### src/rtl/abc_pattern_seq_if.sv
// Bundle of the abc_pattern_seq control and pattern signals.
// The loop_mode signal exists only when ABC_SEQ_LOOP_EN is defined.
// master: stimulus side (drives start/abort), slave: the sequencer.
interface abc_pattern_seq_if;
  logic       start;
  logic       abort;
`ifdef ABC_SEQ_LOOP_EN
  logic       loop_mode;
`endif
  logic       a;
  logic       b;
  logic       c;
  logic [1:0] step_idx;
  logic       step_strobe;
  logic       busy;
  logic       done;

  modport master (
    output start,
    output abort,
`ifdef ABC_SEQ_LOOP_EN
    output loop_mode,
`endif
    input  a,
    input  b,
    input  c,
    input  step_idx,
    input  step_strobe,
    input  busy,
    input  done
  );

  modport slave (
    input  start,
    input  abort,
`ifdef ABC_SEQ_LOOP_EN
    input  loop_mode,
`endif
    output a,
    output b,
    output c,
    output step_idx,
    output step_strobe,
    output busy,
    output done
  );
endinterface

### src/rtl/abc_pattern_seq.sv
// abc_pattern_seq: steps the a/b/c inputs of cont_assign through a fixed
// four-entry pattern table, holding each entry HOLD_CYCLES clocks, then
// pulses done. Optional continuous looping is enabled by defining
// ABC_SEQ_LOOP_EN (adds loop_mode to the interface).
module abc_pattern_seq #(
  parameter int unsigned HOLD_CYCLES = 10,
  parameter logic [2:0]  P0          = 3'b000,
  parameter logic [2:0]  P1          = 3'b011,
  parameter logic [2:0]  P2          = 3'b101,
  parameter logic [2:0]  P3          = 3'b010
) (
  input logic              clk,
  input logic              rst,
  abc_pattern_seq_if.slave bus
);

  localparam int CW = (HOLD_CYCLES > 1) ? $clog2(HOLD_CYCLES) : 1;
  localparam logic [CW-1:0] RELOAD = CW'(HOLD_CYCLES - 1);

  typedef enum logic [1:0] {
    IDLE,
    RUN,
    DONE
  } state_t;

  state_t        state;
  logic [2:0]    abc_q;
  logic [1:0]    idx_q;
  logic [CW-1:0] cnt_q;
  logic          strobe_q;
  logic          busy_q;
  logic          done_q;
  logic          loop_en;

`ifdef ABC_SEQ_LOOP_EN
  assign loop_en = bus.loop_mode;
`else
  assign loop_en = 1'b0;
`endif

  function automatic logic [2:0] pattern(input logic [1:0] i);
    case (i)
      2'd0:    pattern = P0;
      2'd1:    pattern = P1;
      2'd2:    pattern = P2;
      default: pattern = P3;
    endcase
  endfunction

  // Sequencer FSM; every output is a register updated here.
  always_ff @(posedge clk) begin
    if (rst) begin
      state    <= IDLE;
      abc_q    <= '0;
      idx_q    <= '0;
      cnt_q    <= '0;
      strobe_q <= 1'b0;
      busy_q   <= 1'b0;
      done_q   <= 1'b0;
    end else begin
      case (state)
        // DONE behaves as IDLE for one cycle so a held start chains runs
        IDLE, DONE: begin
          done_q   <= 1'b0;
          strobe_q <= 1'b0;
          busy_q   <= 1'b0;
          state    <= IDLE;
          if (bus.start) begin
            state    <= RUN;
            abc_q    <= P0;
            idx_q    <= '0;
            cnt_q    <= RELOAD;
            strobe_q <= 1'b1;
            busy_q   <= 1'b1;
          end
        end
        RUN: begin
          if (bus.abort) begin
            state    <= IDLE;
            abc_q    <= '0;
            idx_q    <= '0;
            cnt_q    <= '0;
            strobe_q <= 1'b0;
            busy_q   <= 1'b0;
          end else if (cnt_q != '0) begin
            cnt_q    <= cnt_q - 1'b1;
            strobe_q <= 1'b0;
          end else if (idx_q != 2'd3) begin
            idx_q    <= idx_q + 2'd1;
            abc_q    <= pattern(idx_q + 2'd1);
            cnt_q    <= RELOAD;
            strobe_q <= 1'b1;
          end else if (loop_en) begin
            idx_q    <= '0;
            abc_q    <= P0;
            cnt_q    <= RELOAD;
            strobe_q <= 1'b1;
          end else begin
            // abc and step_idx keep the last step
            state    <= DONE;
            strobe_q <= 1'b0;
            busy_q   <= 1'b0;
            done_q   <= 1'b1;
          end
        end
        default: begin
          state    <= IDLE;
          abc_q    <= '0;
          idx_q    <= '0;
          cnt_q    <= '0;
          strobe_q <= 1'b0;
          busy_q   <= 1'b0;
          done_q   <= 1'b0;
        end
      endcase
    end
  end

  assign bus.a           = abc_q[2];
  assign bus.b           = abc_q[1];
  assign bus.c           = abc_q[0];
  assign bus.step_idx    = idx_q;
  assign bus.step_strobe = strobe_q;
  assign bus.busy        = busy_q;
  assign bus.done        = done_q;

endmodule

### src/flat_wrapper.sv
// flat-port wrapper written by rule: the top's interface ports become plain ports
module abc_pattern_seq_flat 
#(
  parameter int unsigned HOLD_CYCLES = 10,
  parameter logic [2:0]  P0          = 3'b000,
  parameter logic [2:0]  P1          = 3'b011,
  parameter logic [2:0]  P2          = 3'b101,
  parameter logic [2:0]  P3          = 3'b010
)
  (clk, rst, bus_start, bus_abort, bus_a, bus_b, bus_c, bus_step_idx, bus_step_strobe, bus_busy, bus_done);
  abc_pattern_seq_if bus_i ();
  input logic clk;
  input logic rst;
  input wire logic [$bits(bus_i.start)-1:0] bus_start;
  input wire logic [$bits(bus_i.abort)-1:0] bus_abort;
  output wire logic [$bits(bus_i.a)-1:0] bus_a;
  output wire logic [$bits(bus_i.b)-1:0] bus_b;
  output wire logic [$bits(bus_i.c)-1:0] bus_c;
  output wire logic [$bits(bus_i.step_idx)-1:0] bus_step_idx;
  output wire logic [$bits(bus_i.step_strobe)-1:0] bus_step_strobe;
  output wire logic [$bits(bus_i.busy)-1:0] bus_busy;
  output wire logic [$bits(bus_i.done)-1:0] bus_done;
  assign bus_i.start = bus_start;
  assign bus_i.abort = bus_abort;
  assign bus_a = bus_i.a;
  assign bus_b = bus_i.b;
  assign bus_c = bus_i.c;
  assign bus_step_idx = bus_i.step_idx;
  assign bus_step_strobe = bus_i.step_strobe;
  assign bus_busy = bus_i.busy;
  assign bus_done = bus_i.done;
  abc_pattern_seq #(.HOLD_CYCLES(HOLD_CYCLES), .P0(P0), .P1(P1), .P2(P2), .P3(P3)) u_core (.clk(clk), .rst(rst), .bus(bus_i));
endmodule
### config.mk
export PLATFORM = sky130hd
export DESIGN_NAME = abc_pattern_seq_flat
export DESIGN_NICKNAME = d
export VERILOG_FILES = /design/src/rtl/abc_pattern_seq_if.sv /design/src/rtl/abc_pattern_seq.sv /design/src/flat_wrapper.sv
export SDC_FILE = /design/constraint.sdc
export NUM_CORES = 1
export LEC_CHECK = 0
export BUFFER_PORTS_ARGS = -buffer_cell sky130_fd_sc_hd__buf_2
export CORE_AREA = 2 2 39 41
export DETAILED_ROUTE_END_ITERATION = 10
export DIE_AREA = 0 0 41 43
export GPL_TIMING_DRIVEN = 0
export PLACE_DENSITY = 0.71
export RECOVER_POWER = 50
export SLEW_MARGIN = 30
export SYNTH_ARGS = -nofsm -noshare
export SYNTH_HDL_FRONTEND = slang
export SYNTH_SLANG_ARGS = --single-unit
### constraint.sdc
create_clock -name clk -period 3.4 [get_ports clk]
set_input_delay 0.51 -clock clk [delete_from_list [all_inputs] [get_ports clk]]
set_output_delay 0.51 -clock clk [all_outputs]
set_load 0.02 [all_outputs]
After elaboration in Yosys (flattened, before gate mapping). Cells that the tools add are included.

Register bits after elaboration: 14. Input port bits: 4. Output and inout bits: 8. Word-level logic and storage cells: 62.

Add/sub/neg operators: 2. Equal/unequal tests: 10. Muxes and demuxes: 30. Bitwise logic cells: 4. Reductions and logical operators: 9.

Operator list (count): 4-bit 2-to-1 mux (4); 2-bit 2-to-1 mux (7); 3-bit 2-to-1 mux (4); 3-bit case mux with 3 select lines (1); 1-bit 2-to-1 mux (8); 2-bit case mux with 2 select lines (2); 4-bit case mux with 2 select lines (1); 3-bit inequality test, second input constant (2); 3-bit case mux with 2 select lines (1); 3-bit AND reduction (2); 2-bit by 1-bit == test with 1-bit output, second input constant (2); 2-bit == test, second input constant (2); 2-bit logical NOT (2); 2-bit inequality test, second input constant (2); 4-bit by 2-bit inequality test with 1-bit output, second input constant (1); 1-bit inverter (4); 1-bit case mux with 2 select lines (2); 2-bit AND reduction (2); 4-bit nonzero test (1); 2-bit OR reduction (2); 4-bit by 1-bit subtractor with 4-bit output, second input constant (1); 3-bit by 2-bit inequality test with 1-bit output, second input constant (1); 2-bit by 1-bit adder with 2-bit output, second input constant (1).

Longest topological paths before layout. Gate-level depths: netlist of run 1.

Depth in word-level cells: 7. Depth in mapped cells: 6. Mapped depth without buffers: 6.

Worst setup path before layout of run 1. OpenSTA, ideal clock, no wires.

Path kind: reg2reg. Start point: register u_core.idx_q[1], in the netlist u_core.bus.step_idx[1]. End point: register u_core.abc_q[2]. Arrival time: 1.384 ns. Data required time: 3.283 ns. Setup slack: 1.899 ns. Cell stages (with the launch flop): 5. Clock period less this slack: 1.501 ns. Cells stage by stage: dfxtp_1 ha_1 nor4b_2 o32ai_2 a32o_1.

Cells in the longest elaborated chain, start to end: 7. Elaborated cells on any way between the ends: 12.

Ends and longest elaborated chain: start: declaration (line abc_pattern_seq.sv:28) `logic [1:0] idx_q;`; start signal: assignment (line abc_pattern_seq.sv:89) `idx_q <= idx_q + 2'd1;`; 2-bit by 1-bit adder with 2-bit output (line abc_pattern_seq.sv:90) `abc_q <= pattern(idx_q + 2'd1);`; 2-bit == test, or another cell as far along (line abc_pattern_seq.sv:42) `case (i)`; 3-bit case mux with 3 select lines (line abc_pattern_seq.sv:42); 3-bit 2-to-1 mux (line abc_pattern_seq.sv:88) `end else if (idx_q != 2'd3) begin`; 3-bit 2-to-1 mux (line abc_pattern_seq.sv:85) `end else if (cnt_q != '0) begin`; 3-bit 2-to-1 mux (line abc_pattern_seq.sv:78) `if (bus.abort) begin`; 3-bit case mux with 2 select lines (line abc_pattern_seq.sv:61) `case (state)`; end signal: assignment (line abc_pattern_seq.sv:90); end: declaration (line abc_pattern_seq.sv:27) `logic [2:0] abc_q;`.

Several ways; a longest one is shown, not always the timed one. The select of a mux whose other input is x is not followed. A chain may end at the register's enable or synchronous reset.

Final worst setup path of run 1.
Start point: register u_core.cnt_q[0]. End point: register u_core.cnt_q[0].

Cells in the longest elaborated chain, start to end: 4. Elaborated cells on any way between the ends: 7.

Ends and longest elaborated chain: start: declaration (line abc_pattern_seq.sv:29) `logic [CW-1:0] cnt_q;`; start signal: assignment (line abc_pattern_seq.sv:86) `cnt_q <= cnt_q - 1'b1;`; 4-bit by 1-bit subtractor with 4-bit output or 4-bit nonzero test (tied branches) (line abc_pattern_seq.sv:86, abc_pattern_seq.sv:85); 4-bit 2-to-1 mux (line abc_pattern_seq.sv:85); 4-bit 2-to-1 mux (line abc_pattern_seq.sv:78); 4-bit case mux with 2 select lines (line abc_pattern_seq.sv:61).

Several ways; a longest one is shown, not always the timed one.

==> results of run 1 <==
## cells in the final DEF (no fill, tap or decap), drive strengths merged
cell type  netlist  routed
ha               4       4
clkbuf           0      12
nand2b           2       2
nor4b            2       2
o32ai            2       2
nor3b            3       3
a211o            1       1
o211ai           1       1
nor2             8       8
nand3            1       1
nor2b            1       1
nand2            5       5
o2bb2ai          1       1
or4b             1       1
and2b            2       2
o21ba            1       1
dfxtp           13      13
a31oi            2       2
o21ai            4       4
inv              3       3
a21oi            3       3
a32o             1       1
buf              2       5
nand3b           2       2
a211oi           1       1
## cells by family (layout without fill, tap and decap cells)
group / Yosys count / after routing
AND/OR/NAND/NOR: 27 / 27
AO/OA/AOI/OAI: 17 / 17
buffers and inverters: 5 / 20
adder cells (fa/ha/maj): 4 / 4
flip-flops: 13 / 13
## routing by layer
metal | up-vias | wire length (um) | global-route usage, %
met3 | 0 | 33 | 3.14
li1 | 272 | - | -
met4 | 0 | 0 | 6.00
met1 | 240 | 627 | 20.8
met2 | 7 | 522 | 22.5
met5 | - | 0 | 0
## final cells by class
class / instances / share of cell area [%]
buffer: 2 / 1.74
clock buffer: 4 / 3.65
inverter: 3 / 1.57
multi-input combinational: 48 / 47.8
sequential: 13 / 36.2
tap: 16 / 2.78
timing repair buffer: 11 / 6.26
## worst min path at each step
stage | from | cells past startpoint | endpoint | slack, ns
2_1_floorplan | u_core.cnt_q[0]$_SDFFE_PP0P_ | 1 | u_core.cnt_q[0]$_SDFFE_PP0P_ | 0.45
3_3_place_gp | u_core.abc_q[0]$_SDFFE_PP0P_ | 2 | u_core.abc_q[0]$_SDFFE_PP0P_ | 0.44
3_5_place_dp | u_core.abc_q[0]$_SDFFE_PP0P_ | 2 | u_core.abc_q[0]$_SDFFE_PP0P_ | 0.44
4_1_cts | u_core.abc_q[0]$_SDFFE_PP0P_ | 2 | u_core.abc_q[0]$_SDFFE_PP0P_ | 0.46
5_1_grt | u_core.abc_q[0]$_SDFFE_PP0P_ | 2 | u_core.abc_q[0]$_SDFFE_PP0P_ | 0.50
6_report | u_core.abc_q[0]$_SDFFE_PP0P_ | 2 | u_core.abc_q[0]$_SDFFE_PP0P_ | 0.46
## through the flow
| step | area, um2 | hold slack, ns | utilization (%) |
|---|---|---|---|
| 6_report | 719 | 0.460 | 52.0 |
| 5_1_grt | 719 | 0.496 | 52.0 |
| 4_1_cts | 741 | 0.463 | 53.5 |
| 3_5_place_dp | 714 | 0.443 | 51.6 |
| 3_3_place_gp | 714 | 0.440 | 51.6 |
| 2_1_floorplan | 639 | 0.455 | - |
## power breakdown
part	internal (mW)	total [mW]	switching, mW
clock network	0.0454	0.0959	0.0505
registers	0.158	0.165	0.00626
logic	0.0185	0.0452	0.0267
total	0.222	0.306	0.0834
## registers in the layout, indices dropped and copies added, names as in the netlist
name                    cells
u_core.bus.step_idx         2
u_core.state                2
u_core.cnt_q                4
u_core.abc_q                2
u_core.bus.step_strobe      1
u_core.bus.done             1
u_core.bus.busy             1
## critical path, cell delays in order, from the launching register on
cell	delay, ns
dfxtp_1	0.33
inv_1	0.10
ha_1	0.21
nor3b_1	0.64
a31oi_1	0.25
nor2_1	0.19
o2bb2ai_1	0.13
==> flow_summary_export.csv, run 1 <==
group,metric,value,unit
yosys,synth_compound_area_share,19.6,%
cts,clk_pin_slew,0.08,ns
timing,skew,0.00194,ns
yosys,synth_area,639,um2
cts,cts_tree,"done",
critical_path,critPathKind,"reg2reg",
timing,hold_violations,0,
critical_path,required,3.61,ns
cts,post-cts-setup-buffers,0,
finish,fin_cells,97,
timing,post-route-period-util,56.4,%
finish,drive_gt1_share,17.3,%
yosys,synth_adder_area_share,7.83,%
critical_path,r2r-start,"u_core.cnt_q[0]$_SDFFE_PP0P_",
placed_design,hpwlAfterDp,889,um
global_route,antenna_found_initial,0,
yosys,yosys_warnings,0,
yosys,synth_edf_count,0,
detailed_routing,dr.pass1.iters,4,
detailed_routing,route.detailed.drc,0,
outcome,status,"completed",
critical_path,critPathLaunch,"u_core.cnt_q[0]$_SDFFE_PP0P_",
critical_path,arrival,2.12,ns
timing,max_freq,0.522,GHz
yosys,synth-xor-area-share,0,%
critical_path,r2r_slack,1.48,ns
floorplan,initial_core_util,46.2,%
finish,fillers,122,
timing,relSlewSlack,50.6,%
critical_path,r2r_cells,6,
global_route,grt_pass1_wl,1.87,mm
cts,cts_buffers,3,
critical_path,end_kind,"flop",
floorplan,rows,14,
timing,setup_ws,1.48,ns
finish,syn2layout_area_growth,12.5,%
yosys,synth_top_family_by_area,"simple AND/OR/NAND/NOR gates",
finish,multi_input_area,344,um2
timing,rsz0062_at_grt,"no",
yosys,muxShareOfSynthArea,0,%
yosys,synthCells,66,
yosys,synth-main-ff-cell,"dfxtp_1",
detailed_routing,wl,1.18,mm
power_and_ir_drop,p_leak,0.273,nW
yosys,yosysTopAreaCell,"dfxtp_1",
critical_path,cp-endpoint,"u_core.cnt_q[0]$_SDFFE_PP0P_",
critical_path,reg2reg_to,"u_core.cnt_q[0]$_SDFFE_PP0P_",
power_and_ir_drop,power_density,425,mW/mm2
floorplan,ioPinCount,12,
cts,cts_hold_buf,0,
floorplan,die_area,0.00176,mm2
global_route,grt_usage,15.2,%
timing,worst_pin_slew,0.740,ns
finish,seq_area,260,um2
detailed_routing,vias,519,
yosys,ys_seq_elements,13,
floorplan,core-area,0.00138,mm2
power_and_ir_drop,ir_drop,0.207,mV
hold_path,hp-class,"reg2reg",
placed_design,placed_cells,93,
global_route,grt_overflow_total,0,
floorplan,dieWidth,41,um
yosys,ys_seq_area_share,40.7,%
placed_design,dp_slack,1.76,ns
cts,htree_levels,1,
detailed_routing,drt_iter0_drc,13,
critical_path,critPathLaunchType,"flop",
floorplan,fp.dieH,43,um
cts,clk_latency,0.27,ns
detailed_routing,wl_per_cell,12.2,um
power_and_ir_drop,p_total,0.306,mW
job,drv_cap,0,
placed_design,portBuffers,11,
yosys,avgSynthCellArea,9.69,um2
yosys,yosysMostFrequentCell,"dfxtp_1",
finish,n_antenna_cell,0,
placed_design,gp_congestion,0.748,
yosys,syn_nets,74,
global_route,first_global_vias,447,
detailed_routing,final_antenna_net_count,0,
cts,clockRootBuffer,"clkbuf_4",
timing,finalSetupViolations,0,
yosys,synthArstFlopShare,0,%
cts,cts.sinks,13,
yosys,yosys.area_share.simple,28.2,%
yosys,synthDistinctLibCells,28,
timing,timing.final.max_slew_violations,0,
yosys,synth_area_leaders,"dfxtp_1, ha_1, nor2_1",
global_route,grt_max_degree,11,
yosys,ys_top_cells_by_count,"dfxtp_1, nor2_1, nand2_1",
finish,nets,90,
timing,fin_tns_setup,0,ns
timing,period_needed,1.92,ns
critical_path,critPathMaxFanout,6,
cts,ctsResizeCount,0,
cts,cts_buffer_depth,2,
yosys,synth_top_area_share,40.7,%
detailed_routing,vias_per_cell,5.35,
(Power assumes the default switching activity.)
==> run 2, diff against run 1 <==
- CORE_AREA: 2 2 39 41 -> unset
- CORE_MARGIN: unset -> 2
- CORE_UTILIZATION: unset -> 46
- DIE_AREA: 0 0 41 43 -> unset
- clock period: 3.4 -> 1.6 ns (I/O delays scaled with it)
==> flow_summary_export.csv, run 2 (synthesized netlist as in run 1, its figures left out) <==
group,metric,value,unit
outcome,status,"completed",
placed_design,dpl_cell_area,713,um2
cts,cts_hold_buf,0,
power_and_ir_drop,p_sw,0.191,mW
critical_path,critPathMaxFanout,6,
detailed_routing,drt_iter0_drc,5,
power_and_ir_drop,p_leak,0.305,nW
global_route,grt_overflow_total,0,
timing,relSlewSlack,74.7,%
floorplan,rows,13,
timing,hold_violations,0,
timing,worst_pin_slew,0.379,ns
finish,final_common_cell,"dfxtp_1",
critical_path,required,1.77,ns
power_and_ir_drop,comb_power_share,19.4,%
detailed_routing,final_antenna_net_count,0,
hold_path,hold_depth,3,
cts,clockRootBuffer,"clkbuf_4",
job,drv_cap,0,
finish,most-common-layout-cells,"dfxtp_1, clkbuf_1, nor2_1, nand2_1",
global_route,grt_pass1_wl,2.04,mm
critical_path,arrival,1.69,ns
power_and_ir_drop,clockPowerShare,29.5,%
global_route,first_global_vias,453,
detailed_routing,vias_per_cell,5.37,
floorplan,core-area,0.00130,mm2
timing,finalSetupViolations,0,
detailed_routing,wl_per_cell,13.4,um
cts,htree_levels,1,
finish,largest_reg_flops,4,
floorplan,fp.dieH,41.3,um
floorplan,initial_core_util,49.1,%
detailed_routing,dr.pass1.iters,4,
global_route,antenna_found_initial,0,
timing,max_freq,0.658,GHz
finish,design_area,801,um2
floorplan,die_area,0.00170,mm2
timing,period_needed,1.52,ns
global_route,grt_max_degree,11,
finish,fin_cells,99,
detailed_routing,wl,1.32,mm
floorplan,dieWidth,41.3,um
detailed_routing,vias,532,
placed_design,placed_cells,92,
cts,cts_tree,"done",
finish,syn2layout_area_growth,25.2,%
critical_path,end_kind,"flop",
critical_path,critPathKind,"reg2reg",
critical_path,critPathLaunch,"u_core.cnt_q[0]$_SDFFE_PP0P_",
floorplan,ioPinCount,12,
hold_path,holdPathEnd,"u_core.cnt_q[1]$_SDFFE_PP0P_",
hold_path,hp-class,"in2reg",
global_route,grt_usage,19.3,%
finish,drive_gt1_share,25.0,%
hold_path,hold_start,"rst",
cts,clk_latency,0.28,ns
finish,top_register,"u_core.cnt_q",
timing,skew,0.00372,ns
detailed_routing,route.detailed.drc,0,
critical_path,r2r_slack,0.08,ns
cts,cts_buffers,3,
power_and_ir_drop,p_int,0.501,mW
critical_path,reg2reg_to,"u_core.cnt_q[2]$_SDFFE_PP0P_",
placed_design,portBuffers,11,
critical_path,critPathLaunchType,"flop",
finish,n_antenna_cell,0,
power_and_ir_drop,power_density,864,mW/mm2
placed_design,hpwlAfterDp,947,um
power_and_ir_drop,ir_drop,0.419,mV
cts,clk_pin_slew,0.08,ns
timing,post-route-period-util,94.9,%
placed_design,gp_congestion,0.690,
timing,timing.final.max_slew_violations,0,
power_and_ir_drop,netSwitchingFraction,27.6,%
cts,cts.sinks,13,
power_and_ir_drop,p_seq_share,51.0,%
critical_path,r2r_cells,6,
finish,nets,93,
critical_path,r2r-start,"u_core.cnt_q[0]$_SDFFE_PP0P_",
cts,cts_buffer_depth,2,
## run 2: metal layers
layer	wire length, um	GRT usage [%]	vias up
met3	69	8.15	2
met4	10	9.68	0
met1	582	21.8	240
li1	-	-	278
met2	661	30.9	12
met5	0	0	-
## run 2: area by class of cell
class                   instances  area, um2
flip-flops and latches         13        260
plain buffers                   2       12.5
multi-input cells              48        404
repair buffers                 14       67.6
well taps                      15       18.8
clock buffers                   4       26.3
fillers                       124        500
inverters                       3       11.3
## run 2: timing repair
action,4_1_cts,5_1_grt
pin swaps,0,3
resized for setup,1,6
hold endpoints to repair,0,0
buffers inserted,0,3
setup endpoints to repair,2,10
## run 2: through the flow
step	worst slack [ns]	utilization (%)	power [mW]	hold WS (ns)	setup TNS (ns)
2_1_floorplan	0.0986	-	0.430	0.455	0
3_3_place_gp	-0.0192	54.8	0.456	0.442	-0.0192
3_5_place_dp	-0.0474	54.8	0.459	0.446	-0.0474
4_1_cts	-0.0185	57.3	0.661	0.319	-0.0290
5_1_grt	-0.0337	61.5	0.729	0.337	-0.0364
6_report	0.0814	61.5	0.692	0.323	0
## run 2: how the worst max path moves through the flow
stage,endpoint,slack (ns),depth (start not counted)
finish,u_core.cnt_q[2]$_SDFFE_PP0P_,0.08,6
global route,u_core.cnt_q[2]$_SDFFE_PP0P_,-0.03,6
CTS,u_core.abc_q[2]$_SDFFE_PP0P_,-0.02,4
detailed placement,u_core.cnt_q[2]$_SDFFE_PP0P_,-0.05,6
global placement,u_core.cnt_q[2]$_SDFFE_PP0P_,-0.02,6
floorplan,u_core.abc_q[2]$_SDFFE_PP0P_,0.1,4
## run 2: power groups by stage
stage	combinational [mW]	clock, mW	sequential [mW]
5_1_grt	0.150	0.224	0.355
3_5_place_dp	0.101	0	0.358
2_1_floorplan	0.0682	0	0.362
3_3_place_gp	0.0981	0	0.357
6_report	0.135	0.204	0.353
4_1_cts	0.104	0.207	0.350
## run 2: critical path, stage by stage, from the launching register on
cell     delay (ns)
dfxtp_1        0.33
inv_1          0.13
ha_4           0.16
nor3b_4        0.31
buf_4          0.17
nor4b_2        0.04
a211o_1        0.27
==> run 3, diff against run 2 <==
- ABC_AREA: unset -> 1
- CORE_UTILIZATION: 46 -> 47
- PLACE_DENSITY: 0.71 -> 0.72
==> flow_summary_export.csv, run 3 <==
group,metric,value,unit
outcome,status,"completed",
finish,drive_gt1_share,18.8,%
critical_path,arrival,1.58,ns
yosys,yosys_warnings,0,
global_route,grt_usage,16.4,%
critical_path,critPathMaxFanout,6,
yosys,yosysTopAreaCell,"dfxtp_1",
detailed_routing,vias,557,
cts,cts_hold_buf,0,
power_and_ir_drop,p_leak,0.341,nW
finish,fillers,130,
timing,post-route-period-util,85.4,%
global_route,first_global_vias,518,
floorplan,ioPinCount,12,
detailed_routing,drt_iter0_drc,8,
timing,relSlewSlack,80.1,%
yosys,synth_area,684,um2
yosys,ys_top_cells_by_count,"nand2_1, dfxtp_1, inv_1",
finish,syn2layout_area_growth,12.4,%
finish,n_antenna_cell,0,
global_route,antenna_found_initial,0,
yosys,ys_seq_elements,13,
detailed_routing,wl,1.26,mm
cts,cts_buffers,3,
finish,design_area,769,um2
global_route,grt_max_degree,11,
critical_path,required,1.81,ns
timing,worst_pin_slew,0.299,ns
yosys,synth_area_leaders,"dfxtp_1, nand2_1, ha_1",
critical_path,cpMaxStageDelayCell,"dfxtp_1",
timing,timing.final.max_slew_violations,0,
cts,htree_levels,1,
critical_path,r2r_slack,0.23,ns
job,drv_cap,0,
power_and_ir_drop,ir_drop,0.598,mV
finish,largest_reg_flops,4,
detailed_routing,vias_per_cell,4.80,
detailed_routing,dr.pass1.iters,4,
critical_path,critPathKind,"reg2reg",
cts,cts.sinks,13,
placed_design,gp_congestion,0.701,
detailed_routing,wl_per_cell,10.9,um
critical_path,slowest_delay,0.34,ns
cts,post-cts-setup-buffers,0,
critical_path,critPathLaunchType,"flop",
critical_path,r2r_cells,9,
finish,final_common_cell,"nand2_1",
floorplan,dieWidth,42.2,um
timing,fin_tns_setup,0,ns
yosys,synth_edf_count,0,
finish,nets,110,
yosys,yosysMostFrequentCell,"nand2_1",
floorplan,fp.dieH,42.2,um
floorplan,initial_core_util,51.3,%
critical_path,crit_cells,9,
timing,setup_ws,0.234,ns
yosys,syn_nets,95,
timing,skew,0.00636,ns
placed_design,dpl_cell_area,753,um2
detailed_routing,final_antenna_net_count,0,
yosys,synthArstFlopShare,0,%
placed_design,hpwlAfterDp,982,um
floorplan,rows,13,
placed_design,dp_slack,0.251,ns
yosys,synth-main-ff-cell,"dfxtp_1",
cts,ctsResizeCount,0,
floorplan,die_area,0.00178,mm2
yosys,ys_seq_area_share,38.0,%
global_route,grt_overflow_total,0,
cts,cts_buffer_depth,2,
yosys,synth_top_area_share,38.0,%
finish,most-common-layout-cells,"nand2_1, dfxtp_1, inv_1, a21oi_1, clkbuf_1",
yosys,synthDistinctLibCells,24,
hold_path,hold_depth,2,
cts,cts_tree,"done",
finish,top_register,"u_core.cnt_q",
global_route,grt_pass1_wl,2.18,mm
yosys,avgSynthCellArea,7.87,um2
detailed_routing,route.detailed.drc,0,
timing,rsz0062_at_grt,"no",
critical_path,end_kind,"flop",
cts,clk_latency,0.28,ns
critical_path,crit_family,"simple AND/OR/NAND/NOR gates",
critical_path,critPathBufInv,2,
timing,hold_violations,0,
cts,clockRootBuffer,"clkbuf_4",
power_and_ir_drop,power_density,880,mW/mm2
timing,max_freq,0.732,GHz
timing,period_needed,1.37,ns
hold_path,hp-class,"in2reg",
floorplan,core-area,0.00133,mm2
placed_design,portBuffers,10,
yosys,synthCells,87,
cts,clk_pin_slew,0.08,ns
timing,finalSetupViolations,0,
critical_path,path_cells,"inv_1 -> ha_1 -> nand2_4 -> inv_4 -> nand2_4 -> nor2_1 -> nor2_1 -> nand2_1 -> a21oi_1",
==> run 3: final cells by class <==
cell class	count	area (um2)	share of cell area (%)
inverter	13	52.6	6.83
sequential	13	260	33.8
tap	15	18.8	2.44
timing repair buffer	10	40.0	5.20
clock buffer	4	26.3	3.41
buffer	2	12.5	1.63
multi-input combinational	59	359	46.7
==> run 3: per-stage QoR <==
| step | hold slack [ns] | utilization, % | total power, mW | std cells |
|---|---|---|---|---|
| final | 0.251 | 57.7 | 0.677 | 116 |
| after global placement | 0.438 | 56.5 | 0.476 | 112 |
| after CTS | 0.252 | 58.4 | 0.681 | 116 |
| after floorplan | 0.430 | - | 0.453 | 87 |
| after global routing | 0.260 | 57.7 | 0.720 | 116 |
| after detailed placement | 0.445 | 56.5 | 0.480 | 112 |
==> run 3: worst paths after layout <==
path,endpoint,from
max reg2reg,u_core.cnt_q[3]$_SDFFE_PP0P_,u_core.cnt_q[0]$_SDFFE_PP0P_
max,u_core.cnt_q[3]$_SDFFE_PP0P_,u_core.cnt_q[0]$_SDFFE_PP0P_
min reg2reg,u_core.cnt_q[0]$_SDFFE_PP0P_,u_core.cnt_q[0]$_SDFFE_PP0P_
min,u_core.cnt_q[2]$_SDFFE_PP0P_,rst
==> run 3: cells by family (layout without fill, tap and decap cells) <==
group | Yosys count | after routing | synth area share (%)
buf+inv | 15 | 29 | 9.51
flops | 13 | 13 | 38.0
xor+xnor | 1 | 1 | 1.28
fa+ha+maj | 4 | 4 | 7.31
compound gates | 15 | 15 | 14.8
simple gates | 39 | 39 | 29.1
==> run 3: layer usage <==
metal	routed length [um]	vias up	share of wire (%)	track usage [%]
met3	49	5	3.9	6.47
met4	17	0	1.3	7.50
met2	622	10	49	26.5
met1	571	242	45	18.9
met5	0	-	0	0
li1	-	300	-	-
==> run 3: report_power, final <==
| part | total, mW | switching (mW) | internal, mW |
|---|---|---|---|
| logic | 0.121 | 0.0800 | 0.0410 |
| registers | 0.348 | 0.0111 | 0.337 |
| clock network | 0.208 | 0.111 | 0.0969 |
==> run 3: worst reg2reg max path, delay by kind of cell (launching register included) <==
kind / cells / cell delay, ns
and+or+nand+nor: 5 / 0.45
AOI/OAI and AO/OA: 1 / 0.12
DFF: 1 / 0.34
adders and majority gates: 1 / 0.24
buffers and inverters: 2 / 0.15
